--- src/rtl/bcd2bin_if.sv ---
// Bus bundle for the 4-digit BCD to 14-bit binary converter.
// The testbench drives the master side and the converter uses the slave side.
interface bcd2bin_if;
  logic        start;
  logic [3:0]  bcd3;
  logic [3:0]  bcd2;
  logic [3:0]  bcd1;
  logic [3:0]  bcd0;
  logic [13:0] bin;
  logic        busy;
  logic        done;
  logic        err;
  logic [1:0]  state;

  modport master (
    output start, bcd3, bcd2, bcd1, bcd0,
    input  bin, busy, done, err, state
  );

  modport slave (
    input  start, bcd3, bcd2, bcd1, bcd0,
    output bin, busy, done, err, state
  );
endinterface

--- src/rtl/bcd2bin.sv ---
// Serial 4-digit BCD to 14-bit binary converter using reverse double-dabble.
// Valid requests take 14 SHIFT cycles; requests with a digit above 9 finish at once with err set.
module bcd2bin (
  input  logic       clk,
  input  logic       rst,
  bcd2bin_if.slave   bus
);

  // Handshake: start is sampled only in IDLE; a sampled start launches one conversion.
  // done pulses for exactly one cycle when the result lands; bin/err then hold until the next done.
  // busy is high for every SHIFT cycle. No request queuing: start outside IDLE is dropped.

  typedef enum logic [1:0] {
    IDLE  = 2'd0,
    SHIFT = 2'd1,
    DONE  = 2'd2
  } state_t;

  state_t      state_q;
  state_t      state_d;
  logic [15:0] bcd_q;
  logic [13:0] work_q;
  logic [3:0]  cnt_q;
  logic [13:0] bin_q;
  logic        err_q;

  logic [15:0] bcd_in;
  logic        bad_digit;
  logic        accept;
  logic        last_step;
  logic [29:0] shifted;
  logic [15:0] bcd_fix;
  logic [3:0]  nib;

  assign bcd_in    = {bus.bcd3, bus.bcd2, bus.bcd1, bus.bcd0};
  assign bad_digit = (bus.bcd3 > 4'd9) || (bus.bcd2 > 4'd9) ||
                     (bus.bcd1 > 4'd9) || (bus.bcd0 > 4'd9);
  assign accept    = (state_q == IDLE) && bus.start;
  assign last_step = (cnt_q == 4'd13);

  // One reverse double-dabble step: shift right, then pull every nibble >= 8 back by 3.
  always_comb begin
    shifted = {bcd_q, work_q} >> 1;
    bcd_fix = '0;
    nib     = '0;
    for (int i = 0; i < 4; i++) begin
      nib = shifted[14 + 4*i +: 4];
      bcd_fix[4*i +: 4] = (nib >= 4'd8) ? (nib - 4'd3) : nib;
    end
  end

  always_ff @(posedge clk or negedge rst) begin
    if (!rst) begin
      state_q <= IDLE;
    end else begin
      state_q <= state_d;
    end
  end

  always_comb begin
    state_d = state_q;
    case (state_q)
      IDLE: begin
        if (bus.start) begin
          state_d = bad_digit ? DONE : SHIFT;
        end
      end
      SHIFT: begin
        if (last_step) begin
          state_d = DONE;
        end
      end
      DONE:    state_d = IDLE;
      default: state_d = IDLE;
    endcase
  end

  always_comb begin
    bus.busy  = (state_q == SHIFT);
    bus.done  = (state_q == DONE);
    bus.state = state_q;
  end

  always_ff @(posedge clk or negedge rst) begin
    if (!rst) begin
      bcd_q  <= '0;
      work_q <= '0;
      cnt_q  <= '0;
      bin_q  <= '0;
      err_q  <= 1'b0;
    end else if (accept) begin
      bcd_q  <= bcd_in;
      work_q <= '0;
      cnt_q  <= '0;
      if (bad_digit) begin
        bin_q <= '0;
        err_q <= 1'b1;
      end
    end else if (state_q == SHIFT) begin
      bcd_q  <= bcd_fix;
      work_q <= shifted[13:0];
      cnt_q  <= cnt_q + 4'd1;
      if (last_step) begin
        bin_q <= shifted[13:0];
        err_q <= 1'b0;
      end
    end
  end

  assign bus.bin = bin_q;
  assign bus.err = err_q;

endmodule

--- src/flat_wrapper.sv ---
// flat-port wrapper written by rule: the top's interface ports become plain ports
module bcd2bin_flat 
  (clk, rst, bus_start, bus_bcd3, bus_bcd2, bus_bcd1, bus_bcd0, bus_bin, bus_busy, bus_done, bus_err, bus_state);
  bcd2bin_if bus_i ();
  input  logic clk;
  input  logic rst;
  input wire logic [$bits(bus_i.start)-1:0] bus_start;
  input wire logic [$bits(bus_i.bcd3)-1:0] bus_bcd3;
  input wire logic [$bits(bus_i.bcd2)-1:0] bus_bcd2;
  input wire logic [$bits(bus_i.bcd1)-1:0] bus_bcd1;
  input wire logic [$bits(bus_i.bcd0)-1:0] bus_bcd0;
  output wire logic [$bits(bus_i.bin)-1:0] bus_bin;
  output wire logic [$bits(bus_i.busy)-1:0] bus_busy;
  output wire logic [$bits(bus_i.done)-1:0] bus_done;
  output wire logic [$bits(bus_i.err)-1:0] bus_err;
  output wire logic [$bits(bus_i.state)-1:0] bus_state;
  assign bus_i.start = bus_start;
  assign bus_i.bcd3 = bus_bcd3;
  assign bus_i.bcd2 = bus_bcd2;
  assign bus_i.bcd1 = bus_bcd1;
  assign bus_i.bcd0 = bus_bcd0;
  assign bus_bin = bus_i.bin;
  assign bus_busy = bus_i.busy;
  assign bus_done = bus_i.done;
  assign bus_err = bus_i.err;
  assign bus_state = bus_i.state;
  bcd2bin u_core (.clk(clk), .rst(rst), .bus(bus_i));
endmodule
--- config.mk ---
export PLATFORM = sky130hd
export DESIGN_NAME = bcd2bin_flat
export DESIGN_NICKNAME = d
export VERILOG_FILES = /design/src/rtl/bcd2bin_if.sv /design/src/rtl/bcd2bin.sv /design/src/flat_wrapper.sv
export SDC_FILE = /design/constraint.sdc
export NUM_CORES = 1
export LEC_CHECK = 0
export ABC_AREA = 1
export CELL_PAD_IN_SITES_DETAIL_PLACEMENT = 0
export CELL_PAD_IN_SITES_GLOBAL_PLACEMENT = 2
export CORE_AREA = 2 2 85 87
export CTS_BUF_LIST = sky130_fd_sc_hd__clkbuf_8
export DETAILED_ROUTE_END_ITERATION = 10
export DIE_AREA = 0 0 87 89
export PLACE_DENSITY_LB_ADDON = 0.25
export SLEW_MARGIN = 0
export SYNTH_ARGS = -nofsm -noshare
export SYNTH_HDL_FRONTEND = slang
export SYNTH_SLANG_ARGS = --single-unit
--- constraint.sdc ---
create_clock -name clk -period 2.2 [get_ports clk]
set_input_delay 0.66 -clock clk [delete_from_list [all_inputs] [get_ports clk]]
set_output_delay 0.66 -clock clk [all_outputs]
set_load 0.02 [all_outputs]
==> metrics.md, run 1 <==
| Metric | Value |
|---|---|
| Synth unique cells | `23` |
| Register area share after synthesis | `0.5280` |
| Final Hold Vio Count | `0` |
| Worst Path Max Fanout | `4` |
| Final worst path period share | `0.9409` |
| Combinational share of power | `0.213` |
| Placed cell area | `2828 um2` |
| Peak Freq | `0.4831 GHz` |
| Via density | `4.879` |
| Syn_nets | `287` |
| Pwr dens | `719.7 nW/um2` |
| Cts bufs inserted | `5` |
| Mapped Area | `2370 um2` |
| # setup viols final | `0` |
| CTS Sinks | `50` |
| Final instance area | `2919 um2` |
| Setup crit end kind | `primary output` |
| Clock share of power | `0.269` |
| Share of layout cells above drive strength 1 | `0.09302` |
| Largest net degree at the start of global routing | `31` |
| FF+latch count, synth | `50` |
| Period minus WS final | `2.070 ns` |
| Post-CTS Setup Bufs | `0` |
| Most common cell after layout, fill and taps aside | `nand2_1` |
| Fin nets | `327` |
| RSZ-0062 raised after global routing | `no` |
| Bufs and invs on worst path | `1` |
| DR vias | `1859` |
| CTS tree | `yes` |
| Setup CP Type | `flop to primary output` |
| DIE AREA | `7743 um2` |
| Gp weighted congestion | `0.7614` |
| Antenna violations before repair | `0` |
| H-tree depth | `2` |
| Root buf cell | `clkbuf_8` |
| Post-DP HPWL | `3846 um` |
| Worst R2R Start | `u_core.bus.state[0]` |
| Initial cell density of the core | `0.3527` |
| Core Footprint | `6719 um2` |
| Most frequent cells in the layout | `nand2_1 (56), dfrtp_1 (49), inv_1 (35)` |
| Net switching power | `684.0 uW` |
| CP startpoint kind | `flop` |
| Vias in the first global route | `1836` |
| CP required | `1.54 ns` |
| VDD IR max | `0.4288 mV` |
| Total gr overflow | `0` |
| Routed Antenna Nets | `0` |
| Synth area leaders | `dfrtp_1 (53%), nand2_1 (8.9%), inv_1 (5.5%)` |
| Worst path top cell family by delay | `buffers and inverters` |
| Setup TNS Final | `0 ns` |
| Leakage | `1.379 nW` |
| Worst path max stage delay | `0.65 ns` |
| Initial DRC Count | `82` |
| Slowest-stage cell, CP | `clkdlybuf4s50_1` |
| Ant. Diodes | `0` |
| Worst Tran Pin Value | `0.5044 ns` |
| GRT Total Usage | `0.1534` |
| Rel. slew slack | `0.6637` |
| TritonRoute pass-1 iters | `4` |
| Sequential share of power | `0.517` |
| Worst Skew | `0.01582 ns` |
| Area share of the largest cell type after synthesis | `0.5280` |
| Syn_area_per_cell | `9.115 um2` |
| Slew Viols, Final | `0` |
| Hold Crit Class | `input pin to async pin` |
| Ports | `38` |
| FP Rows | `30` |
| Status | `finished clean` |
| Clock Path Buffers | `2` |
| Detailed Route WL | `5533 um` |
| Cell Int Power | `1.417 mW` |
| Worst hold margin | `0.3007 ns` |
| Critical Path Start | `u_core.bus.state[0]` |
| Clk pin slew, worst setup/hold paths | `0.10 ns` |
| WP data arrival | `1.41 ns` |
| Worst path cell trace | `clkdlybuf4s50_1` |
| Residual DRC | `0` |
| Max-Cap Viols | `0` |
| Chip height | `89 um` |
| First-pass GRT wire length | `9156 um` |
| WL/cell | `14.52 um` |
| Synthesized instance count | `260` |
| Area delta synth->final | `23.18%` |
| Clk Latency, worst-skew pair | `0.31 ns` |
| Largest area contributor in the netlist | `dfrtp_1` |
| Die Wd | `87 um` |
| YS warnings | `0` |
| # port buffers | `37` |
| Sw frac | `0.3256` |
[cell type report]
class / count / area, um2
clock buffer: 5 / 68.82
timing repair buffer: 44 / 427.9
multi-input combinational: 160 / 899.6
sequential: 50 / 1252
inverter: 39 / 146.4
clock inverter: 3 / 23.77
tap: 80 / 100.1
fill: 677 / 3800
[per-layer routing]
layer | global-route usage | vias to the layer above | wire length (um)
li1 | - | 939 | -
met1 | 0.2149 | 884 | 2804
met2 | 0.2415 | 32 | 2518
met3 | 0.02585 | 4 | 155
met4 | 0.05398 | 0 | 55
met5 | 0 | - | 0
[synth_stat cells, drive strengths merged]
cell,instances
o211ai,7
nand3,5
xnor2,3
a21oi,9
ha,8
nor2,23
nand4,15
o21ai,11
buf,11
o221ai,6
nand2,59
inv,39
dfrtp,50
o22ai,14
[power by group through the flow]
stage	registers [mW]	clock network [mW]	logic (mW)
floorplan	1.10	0	0.298
global placement	1.10	0	0.452
detailed placement	1.10	0	0.457
CTS	1.09	0.589	0.457
global route	1.10	0.619	0.513
finish	1.09	0.566	0.448
[worst paths after layout]
kind	endpoint	slack, ns	cells after the start
worst max register to register	u_core.bcd_q[7]	0.57	7
max in group asynchronous	u_core.bus.bin[11]	1.35	2
min in group clk	u_core.bus.bin[11]	0.47	2
worst min register to register	u_core.bus.bin[11]	0.47	2
worst max-delay path	bus_state[0]	0.13	1
worst min-delay path	u_core.bcd_q[12]	0.30	1
[kinds of logic after synthesis]
group / Yosys count / synth area share
buf+inv: 50 / 0.09239
flops: 50 / 0.5280
compound gates: 47 / 0.1309
xor+xnor: 3 / 0.01109
simple gates: 102 / 0.1954
fa+ha+maj: 8 / 0.04224
[through the flow]
step	cells	utilization	power, mW	setup WS [ns]
2_1_floorplan	260	-	1.393	0.5396
3_3_place_gp	373	0.4209	1.557	0.1798
3_5_place_dp	373	0.4209	1.562	0.1779
4_1_cts	381	0.4345	2.133	0.1093
5_1_grt	381	0.4345	2.232	0.08626
6_report	381	0.4345	2.101	0.1299
[flip-flops by register name, summed over array words and instances, names as in the netlist]
signal            count
u_core.bcd_q         16
u_core.bus.bin       14
u_core.bus.err        1
u_core.bus.state      2
u_core.cnt_q          4
u_core.work_q        13
[what timing repair did]
item,4_1_cts,5_1_grt
endpoints found under the setup margin,2,0
hold buffers,0,0
resized for setup,3,0
endpoints found under the hold margin,0,0
No activity file was read; power rests on OpenSTA's default activity.
==> inputs of run 2 (changes only) <==
ABC_CLOCK_PERIOD_IN_PS = 2200   (was unset)
==> results of run 2 <==
Final layout, timing and power as in run 1 (identical DEF).
==> inputs of run 3 (changes only) <==
GPL_TIMING_DRIVEN = 0   (was unset)
==> run 3 against run 2 <==
  * Via count grew 3.0%
  * Cell area is 1.4% higher
  * Largest cell class unchanged
  * Sequential share of layout area fell by 0.54 points
  * Sequential power barely moved
  * Utilization grew 0.60 points
  * Clock power increased by 12%
  * Clock skew is 0.011 ns lower
  * First-iteration DRC count is 11% lower
  * Register-to-register slack worse by 0.06 ns
  * Highest routed layer unchanged
  * Non-clock buffer count up 4
==> metrics.md, run 3 (synthesis results as in run 1) <==
| Metric | Value |
|---|---|
| Ant. Diodes | `0 (unchanged)` |
| Share of layout cells above drive strength 1 | `0.1016 (was 0.09302)` |
| Setup crit end kind | `primary output (unchanged)` |
| FP Rows | `30 (unchanged)` |
| DIE AREA | `7743 um2 (unchanged)` |
| Worst Tran Pin Value | `0.6192 ns (was 0.5044 ns)` |
| Chip height | `89 um (unchanged)` |
| Slew Viols, Final | `0 (unchanged)` |
| Post-CTS Setup Bufs | `0 (unchanged)` |
| Routed Antenna Nets | `0 (unchanged)` |
| Max FFs per register | `16 (unchanged)` |
| Cts bufs inserted | `5 (unchanged)` |
| Antenna violations before repair | `0 (unchanged)` |
| Final worst path period share | `0.9307 (was 0.9409)` |
| VDD IR max | `0.3594 mV (was 0.4288 mV)` |
| Residual DRC | `0 (unchanged)` |
| Initial DRC Count | `73 (was 82)` |
| Final Hold Vio Count | `0 (unchanged)` |
| DP Cell Count | `378 (was 373)` |
| Max-Cap Viols | `0 (unchanged)` |
| WP data arrival | `1.39 ns (was 1.41 ns)` |
| WL/cell | `14.83 um (was 14.52 um)` |
| Post-DP HPWL | `4088 um (was 3846 um)` |
| Hold Crit Class | `input pin to async pin (unchanged)` |
| Worst path cell trace | `clkdlybuf4s50_1 (unchanged)` |
| Core Footprint | `6719 um2 (unchanged)` |
| Leakage | `1.410 nW (was 1.379 nW)` |
| Worst Skew | `0.005303 ns (was 0.01582 ns)` |
| Placed cell area | `2855 um2 (was 2828 um2)` |
| Peak Freq | `0.4884 GHz (was 0.4831 GHz)` |
| Most frequent cells in the layout | `nand2_1 (56), dfrtp_1 (48), inv_1 (37) (was nand2_1 (56), dfrtp_1 (49), inv_1 (35))` |
| Rel. slew slack | `0.5872 (was 0.6637)` |
| Largest net degree at the start of global routing | `27 (was 31)` |
| # setup viols final | `0 (unchanged)` |
| DR vias | `1914 (was 1859)` |
| Initial cell density of the core | `0.3527 (unchanged)` |
| Detailed Route WL | `5711 um (was 5533 um)` |
| Via density | `4.971 (was 4.879)` |
| Period minus WS final | `2.048 ns (was 2.070 ns)` |
| Slowest-stage cell, CP | `clkdlybuf4s50_1 (unchanged)` |
| Total gr overflow | `0 (unchanged)` |
| Bufs and invs on worst path | `1 (unchanged)` |
| H-tree depth | `2 (unchanged)` |
| Clk pin slew, worst setup/hold paths | `0.09 ns (was 0.10 ns)` |
| Setup TNS Final | `0 ns (unchanged)` |
| Worst path max stage delay | `0.63 ns (was 0.65 ns)` |
| Status | `finished clean (unchanged)` |
| Final instance area | `2959 um2 (was 2919 um2)` |
| Clock Path Buffers | `2 (unchanged)` |
| Most flop-heavy register | `u_core.bcd_q (unchanged)` |
| RSZ-0062 raised after global routing | `no (unchanged)` |
| Cts hold-fix bufs | `0 (unchanged)` |
| Ports | `38 (unchanged)` |
| Most common cell after layout, fill and taps aside | `nand2_1 (unchanged)` |
| Worst Path Max Fanout | `3 (was 4)` |
| Worst path top cell family by delay | `buffers and inverters (unchanged)` |
| Clk Latency, worst-skew pair | `0.30 ns (was 0.31 ns)` |
| Gp weighted congestion | `0.7755 (was 0.7614)` |
| Die Wd | `87 um (unchanged)` |
| Fin nets | `331 (was 327)` |
| CP startpoint kind | `flop (unchanged)` |
| CTS Sinks | `50 (unchanged)` |
| TritonRoute pass-1 iters | `4 (unchanged)` |
| First-pass GRT wire length | `9259 um (was 9156 um)` |
| Area delta synth->final | `24.87% (was 23.18%)` |
| Root buf cell | `clkbuf_8 (unchanged)` |
| GRT Total Usage | `0.1568 (was 0.1534)` |
| Vias in the first global route | `1838 (was 1836)` |
| Setup CP Type | `flop to primary output (unchanged)` |
| Pwr dens | `737.8 nW/um2 (was 719.7 nW/um2)` |
| # port buffers | `37 (unchanged)` |
| CP required | `1.54 ns (about the same)` |
| Post-route insts no fill | `385 (was 381)` |
| CTS tree | `yes (unchanged)` |
-- run 3: cell count changes in the layout (fill, tap and decap cells not counted), sizes merged --
cell           before  now
buf                 8   12
dlygate4sd2         2    1
clkinvlp            2    0
inv                40   41
bufinv              0    1
clkdlybuf4s15       0    1
-- run 3: area by class of cell --
class                           count  area (um2)
Inverter                           39       146.4
Timing Repair Buffer               38       385.4
Multi-Input combinational cell    160       899.6
Tap cell                           80       100.1
Buffer                             10       67.56
Sequential cell                    50        1254
Clock inverter                      3       37.54
Fill cell                         707        3760
Clock buffer                        5       68.82
-- run 3: layer usage --
| metal | GRT usage | vias up | part of all wire |
|---|---|---|---|
| li1 | - | 949 | - |
| met1 | 0.2279 | 920 | 0.50 |
| met2 | 0.2373 | 37 | 0.45 |
| met3 | 0.02955 | 8 | 0.035 |
| met4 | 0.04830 | 0 | 0.0096 |
| met5 | 0 | - | 0 |
-- run 3: timing repair --
action / CTS / global route
resized for setup: 6 / 0
pin swaps: 0 / 0
endpoints found under the setup margin: 2 / 1
-- run 3: report_power, final --
part           switching (mW)  internal (mW)  leakage (nW)  total (mW)
Combinational           0.274          0.186         0.687       0.460
Clock                   0.300          0.331        0.0607       0.632
Sequential             0.0828           1.01         0.663        1.09
Total                   0.657           1.53          1.41        2.18
-- run 3: final timing paths --
path	from	endpoint	slack, ns	cells past startpoint
setup / recovery	u_core.bus.state[1]	bus_state[1]	0.15	1
hold / removal	rst	u_core.bcd_q[10]	0.35	1
setup reg to reg	u_core.bus.state[1]	u_core.bcd_q[3]	0.51	6
hold reg to reg	u_core.bus.bin[8]	u_core.bus.bin[8]	0.47	2
max in group asynchronous	rst	u_core.bus.state[1]	1.28	2
min in group clk	u_core.bus.bin[8]	u_core.bus.bin[8]	0.47	2
-- run 3: metrics by stage --
| step | utilization | hold WS [ns] | total power, mW | worst slack [ns] |
|---|---|---|---|---|
| final | 0.4404 | 0.3542 | 2.183 | 0.1524 |
| after detailed placement | 0.4250 | 0.4576 | 1.577 | -0.05386 |
| after floorplan | - | 0.3644 | 1.393 | 0.5396 |
| after global routing | 0.4404 | 0.3945 | 2.318 | 0.1004 |
| after CTS | 0.4412 | 0.3688 | 2.220 | 0.008513 |
| after global placement | 0.4227 | 0.4540 | 1.568 | -1.128 |
